[config.mk]
export PLATFORM = sky130hd
export DESIGN_NAME = bsg_chip_wh_loopback_arbiter
export DESIGN_NICKNAME = d
export VERILOG_FILES = /design/src/rtl/bsg_chip_wh_loopback_arbiter_pkg.sv /design/src/rtl/bsg_chip_wh_loopback_arbiter_rr.sv /design/src/rtl/bsg_chip_wh_loopback_arbiter.sv
export SDC_FILE = /design/constraint.sdc
export NUM_CORES = 1
export LEC_CHECK = 0
export CORE_MARGIN = 2
export CORE_UTILIZATION = 30
export DETAILED_ROUTE_END_ITERATION = 12
export GPL_TIMING_DRIVEN = 0
export PLACE_DENSITY_LB_ADDON = 0.25
export RECOVER_POWER = 50
export SLEW_MARGIN = 20
export SYNTH_ARGS = -nofsm -noshare
export SYNTH_HDL_FRONTEND = slang
export SYNTH_SLANG_ARGS = --single-unit
[constraint.sdc]
create_clock -name clk_i -period 4.5 [get_ports clk_i]
set_input_delay 1.125 -clock clk_i [delete_from_list [all_inputs] [get_ports clk_i]]
set_output_delay 1.125 -clock clk_i [all_outputs]
set_load 0.005 [all_outputs]
[src/rtl/bsg_chip_wh_loopback_arbiter_pkg.sv]
// Shared wormhole definitions for the chip loopback path: default flit geometry,
// header layout, arbiter FSM states and the statistics counter width.
package bsg_chip_pkg;

  localparam int unsigned wh_flit_width_gp      = 16;
  localparam int unsigned wh_cord_width_gp      = 5;
  localparam int unsigned wh_len_width_gp       = 4;
  localparam int unsigned wh_arb_stats_width_gp = 32;

  typedef enum logic {
    IDLE = 1'b0,
    BUSY = 1'b1
  } wh_arb_state_e;

  // Header occupies the low bits of a flit: cord at [cord-1:0], len just above it.
  typedef struct packed {
    logic [wh_len_width_gp-1:0]  len;
    logic [wh_cord_width_gp-1:0] cord;
  } wh_header_s;

endpackage

[src/rtl/bsg_chip_wh_loopback_arbiter_rr.sv]
// Round-robin priority search: grants the first request at or above the pointer,
// wrapping; the pointer moves past the granted requester only when told to.
module bsg_arb_round_robin #(
  parameter int unsigned num_in_p = 4
) (
  input  logic                i_clk,
  input  logic                i_rst_n,
  input  logic [num_in_p-1:0] i_reqs,
  input  logic                i_update_v,
  input  logic [num_in_p-1:0] i_update_grant,
  output logic [num_in_p-1:0] o_grant
);

  localparam int unsigned ptr_w = (num_in_p > 1) ? $clog2(num_in_p) : 1;

  logic [ptr_w-1:0] r_ptr;
  logic [ptr_w-1:0] w_upd_idx;
  logic [ptr_w-1:0] w_ptr_next;
  int unsigned      w_idx;
  logic             w_found;

  always_comb begin
    o_grant = '0;
    w_found = 1'b0;
    w_idx   = 0;
    for (int unsigned k = 0; k < num_in_p; k++) begin
      w_idx = 32'(r_ptr) + k;
      if (w_idx >= num_in_p) w_idx = w_idx - num_in_p;
      if (!w_found && i_reqs[w_idx]) begin
        o_grant[w_idx] = 1'b1;
        w_found        = 1'b1;
      end
    end
  end

  always_comb begin
    w_upd_idx = '0;
    for (int unsigned k = 0; k < num_in_p; k++) begin
      if (i_update_grant[k]) w_upd_idx = ptr_w'(k);
    end
    w_ptr_next = (w_upd_idx == ptr_w'(num_in_p - 1)) ? '0 : w_upd_idx + ptr_w'(1);
  end

  always_ff @(posedge i_clk or negedge i_rst_n) begin
    if (!i_rst_n) begin
      r_ptr <= '0;
    end else if (i_update_v) begin
      r_ptr <= w_ptr_next;
    end
  end

endmodule

[src/rtl/bsg_chip_wh_loopback_arbiter.sv]
// Wormhole loopback arbiter: one packet owns the output from header to last body flit,
// owners rotate round-robin. BSG_CHIP_WH_ARB_STATS_EN adds per-requester header counters.
module bsg_chip_wh_loopback_arbiter
  import bsg_chip_pkg::*;
#(
  parameter int unsigned num_in_p     = 4,
  parameter int unsigned flit_width_p = wh_flit_width_gp,
  parameter int unsigned cord_width_p = wh_cord_width_gp,
  parameter int unsigned len_width_p  = wh_len_width_gp
) (
  input  logic                                      clk_i,
  input  logic                                      reset_n_i,
  input  logic [num_in_p*flit_width_p-1:0]          data_i,
  input  logic [num_in_p-1:0]                       v_i,
  output logic [num_in_p-1:0]                       yumi_o,
  output logic [flit_width_p-1:0]                   data_o,
  output logic                                      v_o,
  input  logic                                      ready_and_i,
  output logic [num_in_p-1:0]                       grant_o,
  output logic                                      busy_o,
  output logic [num_in_p*wh_arb_stats_width_gp-1:0] stats_o
);

  wh_arb_state_e          r_state;
  wh_arb_state_e          w_state_next;
  logic [num_in_p-1:0]    r_owner;
  logic [num_in_p-1:0]    w_owner_next;
  logic [len_width_p-1:0] r_cnt;
  logic [len_width_p-1:0] w_cnt_next;
  logic [len_width_p-1:0] w_hdr_len;
  logic [num_in_p-1:0]    w_rr_grant;
  logic [num_in_p-1:0]    w_grant;
  logic                   w_hs;
  logic                   w_done;

  bsg_arb_round_robin #(
    .num_in_p(num_in_p)
  ) u_rr (
    .i_clk         (clk_i),
    .i_rst_n       (reset_n_i),
    .i_reqs        (v_i),
    .i_update_v    (w_done),
    .i_update_grant(w_grant),
    .o_grant       (w_rr_grant)
  );

  assign w_grant = (r_state == BUSY) ? r_owner : w_rr_grant;

  always_comb begin
    data_o = '0;
    for (int unsigned i = 0; i < num_in_p; i++) begin
      if (w_grant[i]) data_o = data_i[i*flit_width_p +: flit_width_p];
    end
  end

  assign v_o       = |(v_i & w_grant);
  assign w_hs      = v_o & ready_and_i;
  assign yumi_o    = w_grant & {num_in_p{w_hs}};
  assign grant_o   = w_grant;
  assign busy_o    = (r_state == BUSY);
  assign w_hdr_len = data_o[cord_width_p +: len_width_p];

  // Packet completion (zero-length header or last body flit) always coincides with
  // w_grant being the finishing requester, so w_grant doubles as the pointer update.
  always_comb begin
    w_state_next = r_state;
    w_owner_next = r_owner;
    w_cnt_next   = r_cnt;
    w_done       = 1'b0;
    case (r_state)
      IDLE: begin
        if (w_hs) begin
          if (w_hdr_len == '0) begin
            w_done = 1'b1;
          end else begin
            w_state_next = BUSY;
            w_owner_next = w_grant;
            w_cnt_next   = w_hdr_len;
          end
        end
      end
      BUSY: begin
        if (w_hs) begin
          w_cnt_next = r_cnt - len_width_p'(1);
          if (r_cnt == len_width_p'(1)) begin
            w_done       = 1'b1;
            w_state_next = IDLE;
          end
        end
      end
      default: w_state_next = IDLE;
    endcase
  end

  always_ff @(posedge clk_i or negedge reset_n_i) begin
    if (!reset_n_i) begin
      r_state <= IDLE;
      r_owner <= '0;
      r_cnt   <= '0;
    end else begin
      r_state <= w_state_next;
      r_owner <= w_owner_next;
      r_cnt   <= w_cnt_next;
    end
  end

`ifdef BSG_CHIP_WH_ARB_STATS_EN
  logic [wh_arb_stats_width_gp-1:0] r_stats [num_in_p];

  always_ff @(posedge clk_i or negedge reset_n_i) begin
    if (!reset_n_i) begin
      for (int unsigned i = 0; i < num_in_p; i++) r_stats[i] <= '0;
    end else begin
      for (int unsigned i = 0; i < num_in_p; i++) begin
        if ((r_state == IDLE) && w_hs && w_grant[i] && (r_stats[i] != '1)) begin
          r_stats[i] <= r_stats[i] + wh_arb_stats_width_gp'(1);
        end
      end
    end
  end

  always_comb begin
    stats_o = '0;
    for (int unsigned i = 0; i < num_in_p; i++) begin
      stats_o[i*wh_arb_stats_width_gp +: wh_arb_stats_width_gp] = r_stats[i];
    end
  end
`else
  assign stats_o = '0;
`endif

endmodule

==> flow_metrics.tcl <==
set metrics [dict create \
    status "finished with violations" \
    violations "negative setup slack" \
    port_buffers 95 \
    synth_seq_cells 11 \
    wl_mm 9.98 \
    dpl_cell_area_sq_um 4290 \
    grt_overflow 0 \
    fin_area_sq_um 5170 \
    cts_tree "done" \
    end_kind "output port" \
    ant_nets 0 \
    dieArea_sq_um 9860 \
    hold_path.class "reg2reg" \
    synth_flop_cell "dfrtp_1" \
    drc 0 \
    critPathArrivalTime_ps 3450 \
    grt_max_degree 12 \
    critPathMaxFanout 5 \
    finalSetupViolCount 18 \
    die_height_um 99.3 \
    clkSlewWorstSetupHoldPaths_ps 60 \
    syn-instance-count 368 \
    place_ws_ps -1480 \
    final_common_cell "buf_4" \
    tns_ps -730 \
    antenna_cells 0 \
    async_flop_share 1.00 \
    cts.path.max_buffers 2 \
    fin_crit_sh 1.02 \
    grt_usage 0.176 \
    power_w 0.00251 \
    root_buffer "clkbuf_8" \
    synth_edf_count 0 \
    cp_data_required_time_ps 3380 \
    wl_per_cell_um 13.4 \
    cts_sinks 11 \
    final_layout_size_suffix_gt1_frac 0.446 \
    dp_hpwl_mm 7.20 \
    die_x_um 99.3 \
    place_congestion 0.952 \
    setup_ws_ps -78.9 \
    max_cap_violations 0 \
    first_global_vias 2848 \
    worstMarginPinSlew_ps 590 \
    core-area_sq_um 8760 \
    timing.final.crit_period_ps 4580 \
    antenna_found_initial 0 \
    ir_worst_vdd_mv 0.271 \
    dp_cells 698 \
    p_per_area_nw_per_um2 486 \
    synth_area_sq_um 2720 \
    path_class "in2out" \
    numCtsBuffers 3 \
    slew_violations 0 \
    fmax_mhz 218 \
    vias 3166 \
    fin_nets 715 \
    leakagePower_nw 2.65 \
    viasPerCell 4.26 \
    regToRegSetupSlack_ps 360 \
    insertion_delay_ps 240 \
    grt_pass1_wl_mm 14.4 \
    dr.pass1.iters 4 \
    pin_count 225 \
    yosysWarnings 0 \
    slew_headroom 0.604 \
    ys_seq_area_frac 0.101 \
    start_kind "input pin" \
    finClkSkew_ps 2.15 \
    hold_viol_final 0 \
    area_growth_pct 90.0 \
    initial_core_util 0.311 \
    stdcell_count 743 \
    rsz0062_at_grt "yes" \
    h-tree-depth 1 \
    avgSynthCellArea_sq_um 7.40 \
    synth_cell_types 55 \
    layout_common_cells "buf_4 (158), conb_1 (128), clkdlybuf4s50_1 (66)" \
    drt_iter0_markers 124 \
    rows 34 \
]
## final timing paths
check	from	end	cells after the start
max	v_i[1]	data_o[7]	11
min	r_owner[3]	r_owner[3]	1
max reg2reg	u_rr.r_ptr[1]	r_owner[2]	16
min reg2reg	r_owner[3]	r_owner[3]	1
max in group asynchronous	reset_n_i	u_rr.r_ptr[0]	1
min in group asynchronous	reset_n_i	r_cnt[1]	1
## power by group
part           switching, W  total (W)  internal, W  leakage, nW
combinational       0.00104    0.00224      0.00120         2.51
sequential        0.0000315   0.000166     0.000135        0.119
clock             0.0000408   0.000103    0.0000625       0.0228
total               0.00111    0.00251      0.00140         2.65
## metrics by stage
stage	util	hold slack (ps)
2_1_floorplan	-	473
3_3_place_gp	0.489	501
3_5_place_dp	0.489	498
4_1_cts	0.552	516
5_1_grt	0.591	542
6_report	0.591	518
## cells by family (layout without fill, tap and decap cells)
| kind of cell | Yosys count | in the layout | share of synthesized area |
|---|---|---|---|
| AOI/OAI and AO/OA | 91 | 91 | 0.227 |
| adders and majority gates | 8 | 8 | 0.0367 |
| muxes | 7 | 7 | 0.0455 |
| buffers and inverters | 167 | 307 | 0.415 |
| and+or+nand+nor | 83 | 83 | 0.173 |
| other | 1 | 128 | 0.00138 |
| DFF | 11 | 11 | 0.101 |
## Yosys cell counts, types with 5 or more instances
library cell,n,area [sq um]
buf_4,129,968
nand2_1,31,116
a21oi_1,30,150
inv_1,18,67.6
nand3_1,16,80.1
o21ai_0,16,80.1
clkbuf_1,13,48.8
dfrtp_1,11,275
ha_1,8,100
nand3b_1,6,45.0
a22oi_1,5,37.5
## registers in the layout, indices dropped and copies added, names as in the netlist
name and count:
busy_o 1, r_cnt 4, r_owner 4, u_rr.r_ptr 2
## worst max-delay path, stage by stage
cell	delay, ps
buf_6	100
buf_6	100
mux4_2	470
nor2b_4	150
a221o_1	310
a31oi_2	190
a2bb2oi_2	100
buf_4	160
nand4bb_1	230
a32oi_4	340
buf_2	170
## what timing repair did
item | 4_1_cts | 5_1_grt
hold buffers | 0 | 0
gates cloned | 1 | 2
setup buffers | 26 | 13
endpoints found under the setup margin | 31 | 24
resized for setup | 194 | 51
pin swaps | 19 | 30
## per-layer routing
metal,vias up,track usage,routed length [um]
li1,1569,-,-
met1,1436,0.228,3790
met2,149,0.318,5240
met3,12,0.0211,823
met4,0,0.0316,133
met5,-,0,0
## cell type report
cell class | count | area, sq um
Clock buffer | 4 | 45.0
Timing Repair Buffer | 137 | 1260
Buffer | 148 | 1220
Multi-Input combinational cell | 317 | 2170
Tap cell | 108 | 135
Fill cell | 786 | 3590
Inverter | 18 | 67.6
Sequential cell | 11 | 278
Power figures use the tool's default switching activity.
==> RTL change, RTL diff (config.mk and constraints unchanged) <==
`num_in_p` is set to 4 in 2 places; all go to 8.
--- a/src/rtl/bsg_chip_wh_loopback_arbiter_rr.sv
+++ b/src/rtl/bsg_chip_wh_loopback_arbiter_rr.sv
@@ -1,7 +1,7 @@
 // Round-robin priority search: grants the first request at or above the pointer,
 // wrapping; the pointer moves past the granted requester only when told to.
 module bsg_arb_round_robin #(
-  parameter int unsigned num_in_p = 4
+  parameter int unsigned num_in_p = 8
 ) (
   input  logic                i_clk,
   input  logic                i_rst_n,
--- a/src/rtl/bsg_chip_wh_loopback_arbiter.sv
+++ b/src/rtl/bsg_chip_wh_loopback_arbiter.sv
@@ -3,7 +3,7 @@
 module bsg_chip_wh_loopback_arbiter
   import bsg_chip_pkg::*;
 #(
-  parameter int unsigned num_in_p     = 4,
+  parameter int unsigned num_in_p     = 8,
   parameter int unsigned flit_width_p = wh_flit_width_gp,
   parameter int unsigned cord_width_p = wh_cord_width_gp,
   parameter int unsigned len_width_p  = wh_len_width_gp
Ports: changed (5 resized); port bits go from 225 to 429. No check against the original RTL was run, so the function may have changed too.
==> RTL change against the original RTL <==
The flow still finishes with violations (setup timing). Synthesized area grew 110%. Sequential share of layout area shrank 1.5 points. Sequential cell count grew 5. Power grew to 2.9 times the old value. Worst hold slack lost 5.1 ps. Worst setup slack lost 1100 ps. Wire length grew to 2.5 times the old value. Final area grew 100%. Die area grew 100%. Largest cell class unchanged.
==> RTL change: results (changes against the original RTL) <==
[worst_hold_path]
holdCritStartpoint = r_cnt[1]$_DFFE_PN0P_  ; was r_owner[3]$_DFFE_PN0P_
whs_path_depth = 2  ; was 1

[routing]
first_pass_iters = 5  ; was 4
wl_per_cell_um = 16.82  ; was 13.43 µm
viasPerCell = 4.454  ; was 4.261
drt_iter0_markers = 438  ; was 124

[cells_and_area]
fill_cells = 1680  ; was 786
instances_no_fill = 1512  ; was 743
areaGrowthSynthToFinish_pct = 84.97  ; was 89.99%
nets = 1430  ; was 715
drive_gt1_frac = 0.4538  ; was 0.4457

[critical_path]
crit_end = data_o[12]  ; was data_o[7]
r2r_slack_ps = -810  ; was 360 ps
cp_max_fo = 9  ; was 5
worstSetupStartpoint = v_i[2]  ; was v_i[1]
timing.reg2reg.worst_path_depth = 22  ; was 16
cpPeakStageDelay_ps = 510  ; was 470 ps
worstPathArrival_ps = 4570  ; was 3450 ps

[sta]
slew_headroom = 0.4664  ; was 0.6037
finClkSkew_ps = 1.662  ; was 2.150 ps
whs_ps = 512.8  ; was 517.9 ps
final-setup-viol-count = 49  ; was 18
setup_tns_ps = -40490  ; was -729.8 ps
layout_setup_ws_ps = -1193  ; was -78.89 ps

[yosys]
avgSynthCellArea_um2 = 7.511  ; was 7.402 µm²
synth_cell_types = 81  ; was 55

[status]
violations = setup timing  ; unchanged
status = finished with violations  ; unchanged

[global_route]
grt_pass1_vias = 6299  ; was 2848
grt_util_all_layers = 0.2334  ; was 0.1763
grt_first_pass_wirelength_um = 36310  ; was 14370 µm
grt_max_degree = 17  ; was 12

[place]
io_buffers = 172  ; was 95
place_ws_ps = -2330  ; was -1485 ps
dp_hpwl_um = 19300  ; was 7196 µm
gp_congestion = 0.9546  ; was 0.9520
dpl_cell_area_um2 = 8906  ; was 4289 µm²

[power]
leakagePower_nw = 5.205  ; was 2.648 nW
ir_drop_uv = 380.4  ; was 271.0 µV

[clock_tree]
cts_root_buf = clkbuf_16  ; was clkbuf_8

RTL change: cell types whose count changed in the layout (fill, tap and decap cells not counted), moves of 16 or more:
cell	change
buf_6	+35
nor2_2	+16
mux2i_1	+19
conb_1	+128
a21oi_2	-19
clkdlybuf4s50_1	+64
nor2_1	+53
buf_4	+155
RTL change: power breakdown:
group | total [mW] | internal, mW | switching (mW) | leakage, nW
Combinational | 6.88 | 3.32 | 3.56 | 4.97
Clock | 0.197 | 0.135 | 0.0614 | 0.0442
Sequential | 0.293 | 0.214 | 0.0796 | 0.189
RTL change: area by class of cell:
cell class,count,share of cell area
repair buffers,267,0.2472
clock buffers,4,0.008458
well taps,234,0.02788
flip-flops and latches,16,0.03848
inverters,18,0.008458
plain buffers,286,0.2118
multi-input cells,687,0.4577
RTL change: kinds of logic after synthesis:
family	Yosys count	share of synthesized area
compound gates	148	0.2063
xor+xnor	4	0.007494
fa+ha+maj	12	0.02644
buf+inv	308	0.3773
flops	16	0.07051
mux	59	0.1331
other cells	1	0.0006605
simple gates	208	0.1783
RTL change: what timing repair did:
action,4_1_cts,5_1_grt
buffers inserted,72,32
setup endpoints to repair,49,49
pin swaps,48,51
gates resized for setup,315,103
gates cloned,2,1
RTL change: layer usage:
layer	track usage	wire, µm
met5	0	0
met2	0.4292	13180
met3	0.07324	2710
met4	0.09211	1064
met1	0.2477	8478
RTL change: worst max-delay path: cells and delay by family:
kind	cells	cell delay, ps
buffers and inverters	5	650
AND/OR/NAND/NOR	3	680
AO/OA/AOI/OAI	7	1150
multiplexers	3	960
